**src/rtl/pipe_ctrl.sv**
```systemverilog
// pipe_ctrl: pipeline enable/flush control, data-access done tracking and halt latch
// for the five-stage core. Optional perf counters under PIPE_CTRL_PERF_EN.
//
// Ports: CLK, nRST (sync, active-low); ihit/dhit memory completions;
// mem_dREN/mem_dWEN (EX/MEM request), wb_halt (MEM/WB halt),
// ex_branch_taken, ex_dREN, ex_wsel, id_rs, id_rt (hazard inputs);
// *_en/*_flush for the four pipe registers, dmemREN/dmemWEN/imemREN
// requests, halt (registered). With PIPE_CTRL_PERF_EN: stall_cnt, flush_cnt.
module pipe_ctrl (
  input  logic        CLK,
  input  logic        nRST,
  input  logic        ihit,
  input  logic        dhit,
  input  logic        mem_dREN,
  input  logic        mem_dWEN,
  input  logic        wb_halt,
  input  logic        ex_branch_taken,
  input  logic        ex_dREN,
  input  logic [4:0]  ex_wsel,
  input  logic [4:0]  id_rs,
  input  logic [4:0]  id_rt,
  output logic        ifid_en,
  output logic        idex_en,
  output logic        exmem_en,
  output logic        memwb_en,
  output logic        ifid_flush,
  output logic        idex_flush,
  output logic        exmem_flush,
  output logic        memwb_flush,
  output logic        dmemREN,
  output logic        dmemWEN,
  output logic        imemREN,
  output logic        halt
`ifdef PIPE_CTRL_PERF_EN
  ,
  output logic [31:0] stall_cnt,
  output logic [31:0] flush_cnt
`endif
);

  localparam logic [1:0] RUN     = 2'd0;
  localparam logic [1:0] MEMDONE = 2'd1;
  localparam logic [1:0] HALTED  = 2'd2;

  logic [1:0] state;
  logic [1:0] state_n;
  logic       dacc;
  logic       step;
  logic       running;
  logic       live;
  logic       adv;
  logic       lu;

  assign dacc    = mem_dREN | mem_dWEN;
  // A completed access (MEMDONE) no longer blocks the step.
  assign step    = ihit & (~dacc | dhit | (state == MEMDONE));
  assign running = (state == RUN) | (state == MEMDONE);
  // wb_halt freezes everything in its own cycle so a younger
  // store never reaches memory.
  assign live    = nRST & running & ~wb_halt;
  assign adv     = live & step;

  assign lu = ex_dREN & (ex_wsel != 5'd0)
            & ((ex_wsel == id_rs) | (ex_wsel == id_rt));

  always_comb begin
    ifid_en     = 1'b0;
    idex_en     = 1'b0;
    exmem_en    = 1'b0;
    memwb_en    = 1'b0;
    ifid_flush  = 1'b0;
    idex_flush  = 1'b0;
    exmem_flush = 1'b0;
    memwb_flush = 1'b0;
    if (adv) begin
      ifid_en  = 1'b1;
      idex_en  = 1'b1;
      exmem_en = 1'b1;
      memwb_en = 1'b1;
      // Branch squash wins over the load-use bubble.
      if (ex_branch_taken) begin
        ifid_flush = 1'b1;
        idex_flush = 1'b1;
      end else if (lu) begin
        ifid_en    = 1'b0;
        idex_flush = 1'b1;
      end
    end
  end

  // No re-issue once the access has completed under a fetch miss.
  assign dmemREN = nRST & mem_dREN & (state == RUN) & ~wb_halt;
  assign dmemWEN = nRST & mem_dWEN & (state == RUN) & ~wb_halt;
  assign imemREN = nRST & (state != HALTED) & ~wb_halt;
  assign halt    = nRST & (state == HALTED);

  always_comb begin
    state_n = state;
    case (state)
      RUN: begin
        if (wb_halt)
          state_n = HALTED;
        else if (dacc & dhit & ~ihit)
          state_n = MEMDONE;
      end
      MEMDONE: begin
        if (wb_halt)
          state_n = HALTED;
        else if (step)
          state_n = RUN;
      end
      HALTED:  state_n = HALTED;
      default: state_n = RUN;
    endcase
  end

  always_ff @(posedge CLK) begin
    if (!nRST)
      state <= RUN;
    else
      state <= state_n;
  end

`ifdef PIPE_CTRL_PERF_EN
  logic [31:0] stall_q;
  logic [31:0] flush_q;

  always_ff @(posedge CLK) begin
    if (!nRST) begin
      stall_q <= 32'd0;
      flush_q <= 32'd0;
    end else begin
      if (running & ~step)
        stall_q <= stall_q + 32'd1;
      if (ifid_flush)
        flush_q <= flush_q + 32'd1;
    end
  end

  assign stall_cnt = nRST ? stall_q : 32'd0;
  assign flush_cnt = nRST ? flush_q : 32'd0;
`endif

endmodule

```
**config.mk**
```make
export PLATFORM = sky130hd
export DESIGN_NAME = pipe_ctrl
export DESIGN_NICKNAME = d
export VERILOG_FILES = /design/src/rtl/pipe_ctrl.sv
export SDC_FILE = /design/constraint.sdc
export NUM_CORES = 1
export LEC_CHECK = 0
export ABC_AREA = 1
export CAP_MARGIN = 10
export CORE_MARGIN = 3
export CORE_UTILIZATION = 28
export CTS_CLUSTER_SIZE = 8
export DETAILED_ROUTE_END_ITERATION = 6
export GPL_TIMING_DRIVEN = 0
export PLACE_DENSITY = 0.71
export SLEW_MARGIN = 5
export SYNTH_ARGS = -nofsm -noshare
export SYNTH_HDL_FRONTEND = slang
export SYNTH_SLANG_ARGS = --single-unit
```
**constraint.sdc**
```tcl
create_clock -name CLK -period 1.05 [get_ports CLK]
set_clock_uncertainty 0.1 [all_clocks]
set_input_delay 0.1575 -clock CLK [delete_from_list [all_inputs] [get_ports CLK]]
set_output_delay 0.1575 -clock CLK [all_outputs]
set_load 0.02 [all_outputs]
```
# Yosys cells after proc, flatten, opt, wreduce, memory -nomap -nowiden
# Cells that the tools add are included.
# Widths: inputs -> output; s select.
[classes]
eq_ne = 7
n_mux = 14
bitwise_logic = 25
n_reduce_logical = 3
[ops]
columns = ["operator", "n"]
rows = [
  ["$and 1x1->1", 17],
  ["$eq 5x5->1", 2],
  ["$mux 1", 9],
  ["$mux 2", 4],
  ["$pmux 2 s3", 1],
  ["$or 1x1->1", 5],
  ["$reduce_bool 5->1", 1],
  ["$ne 3x2->1 const B", 1],
  ["$ne 3x3->1 const B", 1],
  ["$not 1->1", 3],
  ["$eq 2x1->1 const B", 1],
  ["$eq 2x2->1 const B", 1],
  ["$logic_not 2->1", 1],
  ["$ne 2x2->1 const B", 1],
  ["$reduce_and 2->1", 1],
]
[totals]
reg_bits = 2
inputBits = 24
out_inout_bits = 12

# Longest topological paths before layout
# Gate-level depths: netlist (run 1).
[depth]
word_depth = 8
mapped_depth = 9
mapped_depth_nobuf = 9

# Worst setup path before layout (run 1)
# OpenSTA, ideal clock, no wires.
[synth_timing]
kind = "reg-to-output"
from = "register state[1]"
to = "output port idex_flush"
t_arrival_ps = 1169
slack_ps = -376
stages_incl_launch_ff = 8
path_buffers = 0
path_cell_list = "dfxtp_1 -> inv_2 -> nand2_1 -> nand3b_1 -> nand2_2 -> nor3_4 -> nand3_1 -> nand2_1"
[synth_between]
elab_chain_cells = 6
word_cells_on_any_way = 9
[synth_lines]
columns = ["element", "line", "text"]
rows = [
  ["start, declared", "45", "logic [1:0] state;"],
  ["start signal, assigned", "121", "state <= state_n;"],
  ["$eq 2x1->1 or $logic_not 2->1 (tied branches)", "56, 57", ""],
  ["$or 1x1->1", "57", "assign running = (state == RUN) | (state == MEMDONE);"],
  ["$and 1x1->1 (2 in series)", "60", "assign live = nRST & running & ~wb_halt;"],
  ["$and 1x1->1 *", "61", "assign adv = live & step;"],
  ["$mux 1 *", "75", "if (adv) begin"],
  ["end, declared", "27", "output logic idex_flush,"],
]
# Every way passes the cells marked *; elsewhere a longest branch is shown, timed or not.

# Final worst setup path (run 1)
[layout_timing]
from = "register state[1]"
to = "output port ifid_en"
[layout_between]
elab_chain_cells = 6
word_cells_on_any_way = 9
[layout_lines]
columns = ["element", "line", "text"]
rows = [
  ["$eq 2x1->1 or $logic_not 2->1 (tied branches)", "56, 57", ""],
  ["$or 1x1->1", "57", ""],
  ["$and 1x1->1 (2 in series)", "60", ""],
  ["$and 1x1->1 *", "61", ""],
  ["$mux 1 *", "75", ""],
  ["end, declared", "22", "output logic ifid_en,"],
]
# Marks and branches as above.

==> metrics.md, run 1 <==
| Metric | Value |
|---|---|
| Lkg Pwr | `0.000559 uW` |
| Num Clock Sinks | `2` |
| Initial antenna violation count | `0` |
| Ys Warns | `0` |
| CTS H-Tree Depth | `1` |
| # rows | `13` |
| Seq/Total Area, Yosys | `0.0941` |
| Worst Hold Class | `in2reg` |
| CTS hold repair buffers | `0` |
| # setup viols final | `10` |
| Max Clock Freq | `about 630 MHz` |
| Commonest non-fill, non-tap cell in the layout | `nand2_1` |
| Total gr overflow | `0` |
| Cell Pwr Density | `approximately 600 mW/mm^2` |
| DIE AREA | `0.00202 mm^2` |
| Biggest regs | `state (2)` |
| # diodes | `0` |
| Post-layout util | `0.660` |
| Die X-Extent | `between 40 and 50 um` |
| Minimum clock period | `1.59 ns` |
| Critical path arrival | `1.33 ns` |
| Max cap viols | `0` |
| Post-Syn Area | `between 400 and 500 um^2` |
| Slowest stage delay, CP | `between 0.3 and 0.4 ns` |
| Hold Fails Final Rpt | `0` |
| Fin nets | `158` |
| First-pass GRT wire length | `between 2000 and 2500 um` |
| Largest net degree at the start of global routing | `5` |
| Vias | `620` |
| Peak VDD IR | `about 0.00055 V` |
| Most frequent cells in the layout | `25 x nand2_1, 16 x inv_1, 16 x dlygate4sd2_1` |
| FF-to-FF setup slack | `roughly 0.05 ns` |
| CP cell instances | `inv_2, nand2_1, nand3b_1, nand2_2, nor3_4, buf_6, nand2_4, nand2_2, buf_6` |
| Worst-skew pair later-pin latency | `about 0.22 ns` |
| Drt first pass iters | `2` |
| Number of synthesized register bits | `2` |
| Clock Tree Buf Depth | `2` |
| Starting Density | `0.311` |
| Clk pin slew, worst setup/hold paths | `approximately 0.030 ns` |
| WL/cell | `between 9 and 10 um` |
| Core Area | `~0.0014 mm^2` |
| Vias in the first global route | `between 500 and 600` |
| Num ports | `36` |
| Final WL | `~1300 um` |
| Mean Syn Cell Area | `around 4.9 um^2` |
| Post-DRT Antenna Nets | `0` |
| Via-to-Cell Ratio | `between 4 and 5` |
| P&R area growth vs syn | `112%` |
| RSZ-0062 raised after global routing | `true` |
| Setup crit start kind | `flop` |
| Netlist cell types | `17` |
| HPWL after DPL | `995 um` |
| TritonCTS Buffers | `3` |
| Max FFs per register | `2` |
| Hold Slack | `around 0.31 ns` |
| Status | `complete, but fails checks` |
| Crit Path Max Fanout | `3` |
| Crit Path Class | `reg2out` |
| CP endpoint kind | `output port` |
| Register bank with the most flops | `state` |
| IO buf count | `33` |
| Filler cells | `about 140` |
| Period utilisation layout | `1.52` |
| Layout cell share with drive strength beyond 1 | `0.348` |
| Final worst setup slack | `-0.542 ns` |
| Slew Limit Fails | `0` |
| Failing checks | `setup timing` |
| Post-Synthesis Cells | `between 80 and 90` |
| DRC Markers | `0` |
| Clk root buf | `clkbuf_4` |
| Gr usage total | `0.135` |
| CP max-delay cell | `dfxtp_2` |
| GP Congestion | `a little over 0.7` |
| Chip height | `~45 um` |
| Required time of the critical path | `about 0.8 ns` |
| CTS tree | `yes` |
| Iter 0 DRT Violations | `4` |
[final timing paths]
| kind | depth (start not counted) | from | end |
|---|---|---|---|
| min reg2reg | 2 | state[0]$_SDFFE_PN0P_ | state[0]$_SDFFE_PN0P_ |
| max reg2reg | 5 | state[1]$_SDFFE_PN0P_ | state[1]$_SDFFE_PN0P_ |
| min | 3 | dhit | state[0]$_SDFFE_PN0P_ |
| max | 9 | state[1]$_SDFFE_PN0P_ | ifid_en |
[critical path: cells and delay by family (launching register included)]
kind,cells,cell delay (ns)
simple gates,6,0.49
flops,1,0.31
buf+inv,3,0.32
[Yosys cell counts]
library cell / n / share of area
a21oi_1: 1 / 0.012
buf_4: 4 / 0.071
conb_1: 1 / 0.0088
dfxtp_1: 2 / 0.094
inv_1: 17 / 0.15
inv_2: 4 / 0.035
nand2_1: 31 / 0.27
nand2_2: 2 / 0.029
nand3_1: 4 / 0.047
nand3b_1: 2 / 0.035
nand4_1: 2 / 0.029
nor2_1: 11 / 0.097
nor3_1: 1 / 0.012
nor3_4: 1 / 0.038
o21ai_0: 1 / 0.012
o22ai_1: 1 / 0.015
xnor2_1: 2 / 0.041
[metrics by stage]
step | cells | setup TNS (ns) | area [um^2] | setup slack (ns) | total power (uW)
global route | 147 | -5.12 | 902 | -0.627 | 593
global placement | 136 | -9.66 | 786 | -1.08 | 353
CTS | 147 | -4.58 | 871 | -0.590 | 545
floorplan | 88 | -1.76 | 437 | -0.376 | 214
finish | 147 | -4.41 | 902 | -0.542 | 544
detailed placement | 136 | -9.74 | 786 | -1.09 | 356
[power by group]
part	total [uW]	internal [uW]	switching, uW
Clock	170	126	44.3
Sequential	84.8	81.9	2.90
Combinational	288	146	142
[repair_timing]
action | 4_1_cts | 5_1_grt
cloned | 0 | 0
setup endpoints to repair | 11 | 12
setup buffers | 8 | 0
pin swaps | 13 | 8
gates resized for setup | 75 | 9
[layout make-up]
| class | count | area (um^2) | share of cell area |
|---|---|---|---|
| Multi-Input combinational cell | 61 | 334 | 0.370 |
| Inverter | 21 | 78.8 | 0.0874 |
| Timing Repair Buffer | 41 | 372 | 0.412 |
| Buffer | 4 | 33.8 | 0.0374 |
| Sequential cell | 2 | 42.5 | 0.0472 |
| Clock buffer | 3 | 22.5 | 0.0250 |
| Tap cell | 15 | 18.8 | 0.0208 |
[logic make-up (layout without fill, tap and decap cells)]
family	after synthesis	count (layout)	synth area share
compound gates	3	3	0.0382
xor+xnor	2	2	0.0412
simple gates	54	54	0.562
buf+inv	25	69	0.256
flops	2	2	0.0941
other cells	1	2	0.00882
[per-layer routing]
| layer | vias to the layer above | part of all wire | GRT usage |
|---|---|---|---|
| li1 | 342 | - | - |
| met5 | - | 0 | 0 |
| met3 | 0 | 0.050 | 0.0359 |
| met4 | 0 | 0 | 0.0351 |
| met2 | 13 | 0.55 | 0.234 |
| met1 | 265 | 0.40 | 0.163 |
(Power assumes the default switching activity.)
==> run 2: changes to the inputs <==
Settings changed: ABC_AREA 1 to default, CORE_AREA from default to 3 3 40 42, CORE_MARGIN 3 to default, CORE_UTILIZATION 28 to default, DIE_AREA from default to 0 0 43 45, GPL_ROUTABILITY_DRIVEN from default to 0, PLACE_DENSITY 0.71 to 0.7.
Clock period 1.05 ns to 1.8 ns, I/O delays scaled along.
==> metrics.md, run 2 <==
| Metric | Value |
|---|---|
| Status | `complete, but fails checks` |
| Failing checks | `setup timing` |
| Die X-Extent | `43 um` |
| Final worst setup slack | `-0.0127 ns` |
| Iter 0 DRT Violations | `1` |
| Commonest non-fill, non-tap cell in the layout | `dlygate4sd2_1` |
| Crit path launch | `state[0]$_SDFFE_PN0P_` |
| Ys Warns | `0` |
| Gr usage total | `0.108` |
| IO buf count | `33` |
| Period utilisation layout | `1.01` |
| Worst Hold Class | `in2reg` |
| Starting Density | `0.265` |
| Hold Fails Final Rpt | `0` |
| Mean Syn Cell Area | `7.91 um^2` |
| Largest net degree at the start of global routing | `7` |
| HPWL after DPL | `approximately 800 um` |
| Post-Syn Area | `roughly 340 um^2` |
| TritonCTS Buffers | `3` |
| Reg-to-reg startpoint | `state[1]$_SDFFE_PN0P_` |
| Lkg Pwr | `~0.00035 uW` |
| Post-Synthesis Cells | `43` |
| Vias in the first global route | `400` |
| Number of synthesized register bits | `2` |
| Crit Path Max Fanout | `6` |
| Clk root buf | `clkbuf_4` |
| Hold Startpoint | `nRST` |
| Top cells by area, synth | `xor2_1 26%, dfxtp_1 12%, buf_4 8.8%` |
| WL/cell | `between 9 and 10 um` |
| Clock Tree Buf Depth | `2` |
| Max FFs per register | `2` |
| Bufs and invs on worst path | `1` |
| Slew Limit Fails | `0` |
| CP top delay family | `compound AO/OA/AOI/OAI gates` |
| RSZ-0062 raised after global routing | `true` |
| # rows | `13` |
| Num Clock Sinks | `2` |
| Setup crit start kind | `flop` |
| # diodes | `0` |
| CP endpoint kind | `output port` |
| Via-to-Cell Ratio | `4.42` |
| Netlist cell types | `20` |
| Cell Pwr Density | `~390 mW/mm^2` |
| Cell taking the most area after synthesis | `xor2_1` |
| Register bank with the most flops | `state` |
| Top post-synthesis cells by count | `10 x xor2_1, 4 x buf_4, 4 x nor2_1, 4 x nor2b_1` |
| Crit Path Class | `reg2out` |
| Required time of the critical path | `about 1.4 ns` |
| DIE AREA | `0.00194 mm^2` |
| Final Non-Filler Cells | `96` |
| Most frequent cells in the layout | `17 x dlygate4sd2_1, 10 x xor2_1, 6 x buf_4` |
| Total gr overflow | `0` |
| Clk pin slew, worst setup/hold paths | `about 0.03 ns` |
| Layout cell share with drive strength beyond 1 | `0.333` |
| DRC Markers | `0` |
| Number of enable flip-flop cells after synthesis | `0` |
| Ys flop type | `dfxtp_1` |
| Post-layout util | `0.555` |
| Pre-CTS setup slack | `-0.771 ns` |
| Post-DRT Antenna Nets | `0` |
| Core Area | `roughly 0.0013 mm^2` |
| Final WL | `944 um` |
| First-pass GRT wire length | `approximately 1500 um` |
| CP cell instances | `nor2b_4, o311a_4, and2_4, o21bai_1, buf_4` |
| Synth top area share | `0.257` |
| # setup viols final | `1` |
| Most frequent cell after synthesis | `xor2_1` |
| Critical path arrival | `1.44 ns` |
| Peak VDD IR | `about 0.00018 V` |
| Chip height | `~45 um` |
| Drt first pass iters | `2` |
| Fin nets | `roughly 110` |
| Placed cells | `92` |
| Vias | `between 400 and 500` |
| Biggest regs | `state (2)` |
| CTS H-Tree Depth | `1` |
| CTS tree | `yes` |
| Fraction of registers with async set/reset | `0` |
| Worst-skew pair later-pin latency | `0.22 ns` |
| Max cap viols | `0` |
| Num ports | `36` |
| Max Clock Freq | `between 500 and 600 MHz` |
| Initial antenna violation count | `0` |
| Minimum clock period | `approximately 1.8 ns` |
| Slowest stage delay, CP | `about 0.33 ns` |
| CP max-delay cell | `o311a_4` |
| P&R area growth vs syn | `110%` |
| Seq/Total Area, Yosys | `0.118` |
[run 2: changes by cell type after synthesis, moves of 7 or more]
| cell | previous run | this run |
|---|---|---|
| nor2_1 | 11 | 4 |
| nand2_1 | 31 | 0 |
| inv_1 | 17 | 1 |
| xor2_1 | 0 | 10 |
[run 2: metal layers]
layer | wire, um | up-vias | track usage
li1 | - | 220 | -
met2 | 461 | 30 | 0.180
met1 | 348 | 174 | 0.105
met4 | 0 | 0 | 0.108
met3 | 133 | 0 | 0.0319
met5 | 0 | - | 0
[run 2: path summary, 6_finish.rpt]
check                          end  slack, ns  cells after the start
max                     idex_flush      -0.01                      5
min          state[1]$_SDFFE_PN0P_       0.36                      2
max reg2reg  state[0]$_SDFFE_PN0P_       0.75                      3
min reg2reg  state[0]$_SDFFE_PN0P_       0.41                      2
[run 2: cell type report]
type | instances | area, um^2
Tap cell | 15 | 18.8
Inverter | 1 | 3.75
Multi-Input combinational cell | 37 | 303
Clock buffer | 3 | 22.5
Buffer | 4 | 30.0
Timing Repair Buffer | 34 | 293
Sequential cell | 2 | 42.5
Fill cell | 138 | 572
[run 2: worst reg2reg max path: stages (launching register included)]
cell,delay (ns)
dfxtp_2,0.34
nor3b_4,0.21
buf_4,0.15
nor3b_1,0.17
[run 2: cells by family (layout without fill, tap and decap cells)]
| logic type | after synthesis | count (layout) | synth area share |
|---|---|---|---|
| AND/OR/NAND/NOR | 18 | 18 | 0.323 |
| XOR/XNOR | 10 | 10 | 0.257 |
| AO/OA/AOI/OAI | 7 | 7 | 0.191 |
| buffers and inverters | 5 | 42 | 0.0993 |
| flip-flops | 2 | 2 | 0.118 |
| other | 1 | 2 | 0.0110 |
[run 2: report_power, final]
part	leakage, uW	switching, uW	internal [uW]
logic	0.000315	55.3	69.2
clock network	0.0000138	24.8	73.5
registers	0.0000172	4.22	47.8
total	0.000346	84.4	190
[run 2: through the flow]
stage	setup TNS, ns	hold WS, ns	area, um^2	total power [uW]
finish	-0.0127	0.362	713	275
global route	-0.119	0.378	713	299
CTS	-0.0465	0.362	697	279
detailed placement	-4.89	0.420	693	187
global placement	-4.84	0.425	693	186
floorplan	0	0.246	344	107
[run 2: timing repair]
action | CTS | global route
setup endpoints to repair | 10 | 4
setup buffers | 1 | 0
hold buffers | 0 | 0
pin swaps | 13 | 1
cloned | 0 | 0
resized for setup | 63 | 8
==> run 3: changes to the inputs <==
Settings changed: ABC_AREA from default to 1, CORE_AREA 3 3 40 42 to default, CORE_MARGIN from default to 3, CORE_UTILIZATION from default to 31, DIE_AREA 0 0 43 45 to default, HOLD_SLACK_MARGIN from default to 0.06, PLACE_DENSITY 0.7 to 0.74.
==> metrics.md, run 3 (same netlist as run 1, synthesis figures left out) <==
| Metric | Value |
|---|---|
| Initial antenna violation count | `0` |
| HPWL after DPL | `about 1100 um` |
| Overall Power | `308 uW` |
| Drt first pass iters | `4` |
| Required time of the critical path | `~1.4 ns` |
| Commonest non-fill, non-tap cell in the layout | `nand2_1` |
| Cell Pwr Density | `approximately 350 mW/mm^2` |
| Switch Pwr | `104 uW` |
| Die X-Extent | `roughly 43 um` |
| Via-to-Cell Ratio | `4.34` |
| Critical path arrival | `roughly 1.4 ns` |
| Gr usage total | `0.154` |
| CTS hold repair buffers | `0` |
| Chip height | `between 40 and 50 um` |
| Reg2reg end | `state[0]$_SDFFE_PN0P_` |
| CTS tree | `yes` |
| Reg-to-reg startpoint | `state[1]$_SDFFE_PN0P_` |
| Int Pwr | `204 uW` |
| Slowest stage delay, CP | `about 0.31 ns` |
| CP top delay family | `simple AND/OR/NAND/NOR gates` |
| Most frequent cells in the layout | `28 x nand2_1, 16 x inv_1, 16 x dlygate4sd2_1` |
| Clk pin slew, worst setup/hold paths | `roughly 0.030 ns` |
| Bufs and invs on worst path | `3` |
| Iter 0 DRT Violations | `12` |
| Reg power frac | `0.160` |
| Vias in the first global route | `between 600 and 700` |
| DIE AREA | `~0.0019 mm^2` |
| CP cell instances | `inv_2, nand2_1, nand3b_1, nand2_2, nor3_4, buf_6, nand3_2, nand2_2, buf_6` |
| Worst-skew pair later-pin latency | `around 0.22 ns` |
| R2R cell count | `6` |
| RSZ-0062 raised after global routing | `true` |
| Status | `complete, no violations` |
| Filler cells | `120` |
| Register bank with the most flops | `state` |
| Minimum clock period | `roughly 1.8 ns` |
| Vias | `around 630` |
| DRC Markers | `0` |
| # diodes | `0` |
| Largest net degree at the start of global routing | `5` |
| CP max-delay cell | `dfxtp_2` |
| WL/cell | `~9 um` |
| Num Clock Sinks | `2` |
| Crit Path Class | `reg2out` |
| Critical Path Sink | `idex_flush` |
| Clock power share | `0.314` |
| CP endpoint kind | `output port` |
| Crit path launch | `state[1]$_SDFFE_PN0P_` |
| TritonCTS Buffers | `3` |
| First-pass GRT wire length | `between 2000 and 2500 um` |
| Setup crit start kind | `flop` |
| Core Area | `0.00120 mm^2` |
| Register area | `41.3 um^2` |
| Clk root buf | `clkbuf_4` |
| Combinational Power Share | `0.526` |
| Layout cell share with drive strength beyond 1 | `0.273` |
| Num ports | `36` |
| Max cap viols | `0` |
| Slew Limit Fails | `0` |
| Net switching fraction of the power | `0.338` |
| P&R area growth vs syn | `107%` |
| # rows | `12` |
| Fin nets | `between 150 and 200` |
| Worst Hold Class | `in2reg` |
| CTS H-Tree Depth | `1` |
| IO buf count | `33` |
| Post-layout util | `0.732` |
| Biggest regs | `state (2)` |
| Max FFs per register | `2` |
| Starting Density | `0.354` |
| Lkg Pwr | `0.000593 uW` |
| Hold Fails Final Rpt | `0` |
| FF-to-FF setup slack | `between 0.8 and 0.9 ns` |
| Footprint of the multi-input gates | `slightly above 300 um^2` |
| Crit path depth | `9` |
| Crit Path Max Fanout | `4` |
| Final WL | `1340 um` |
| Period utilisation layout | `0.973` |
| Hold path depth | `3` |
| Clock Tree Buf Depth | `2` |
| Post-DRT Antenna Nets | `0` |
| Total gr overflow | `0` |
| # setup viols final | `0` |
| Max Clock Freq | `~570 MHz` |
| Peak VDD IR | `roughly 0.00032 V` |
run 3: changes by cell type in the layout (fill, tap and decap cells not counted), moves of 5 or more:
cell / before / now
nand2_1: 0 / 28
xor2_1: 10 / 0
inv_1: 1 / 16
nor2_1: 3 / 9
buf_4: 6 / 11
inv_2: 0 / 5
dlymetal6s2s_1: 0 / 7
run 3: stage by stage:
step	std cells	instance area [um^2]	hold slack, ns	worst slack, ns	TNS (ns)
5_1_grt	146	880	0.418	-0.0522	-0.154
3_5_place_dp	135	777	0.430	-0.577	-4.15
3_3_place_gp	135	777	0.432	-0.541	-3.95
2_1_floorplan	88	429	0.317	0.261	0
4_1_cts	145	823	0.394	-0.0524	-0.0551
6_report	146	880	0.401	0.0494	0
run 3: repair_timing:
item | CTS | global route
cloned | 0 | 0
buffers inserted | 7 | 1
hold endpoints to repair | 0 | 0
gates resized for setup | 42 | 22
endpoints found under the setup margin | 10 | 7
pin swaps | 9 | 8
run 3: how the worst min path moves through the flow:
stage	startpoint	endpoint	slack, ns
3_3_place_gp	state[0]$_SDFFE_PN0P_	state[0]$_SDFFE_PN0P_	0.43
2_1_floorplan	wb_halt	state[1]$_SDFFE_PN0P_	0.32
6_report	dhit	state[0]$_SDFFE_PN0P_	0.40
5_1_grt	dhit	state[0]$_SDFFE_PN0P_	0.42
3_5_place_dp	state[0]$_SDFFE_PN0P_	state[0]$_SDFFE_PN0P_	0.43
4_1_cts	dhit	state[0]$_SDFFE_PN0P_	0.39
run 3: final cells by class:
class / count / share of cell area
buffer: 4 / 0.0341
clock buffer: 3 / 0.0256
inverter: 21 / 0.0896
multi-input combinational: 61 / 0.344
sequential: 2 / 0.0469
tap: 14 / 0.0199
timing repair buffer: 41 / 0.440
run 3: worst register-to-register path, cell delays in order (launching register included):
cell and delay (ns):
dfxtp_2 0.32, inv_2 0.05, nand2_1 0.05, nand3b_1 0.08, nand2_2 0.10, nand4_1 0.08
o22ai_1 0.12
run 3: power groups by stage:
stage | registers, uW | clock network [uW] | logic, uW
floorplan | 49.3 | 0 | 74.1
global placement | 49.5 | 0 | 154
detailed placement | 49.5 | 0 | 158
CTS | 48.9 | 102 | 155
global route | 49.7 | 109 | 179
finish | 49.4 | 96.8 | 162
run 3: routing by layer:
layer | up-vias | wire, um | track usage
li1 | 342 | - | -
met1 | 272 | 577 | 0.185
met2 | 20 | 688 | 0.275
met3 | 0 | 74 | 0.00424
met4 | 0 | 0 | 0.0723
met5 | - | 0 | 0
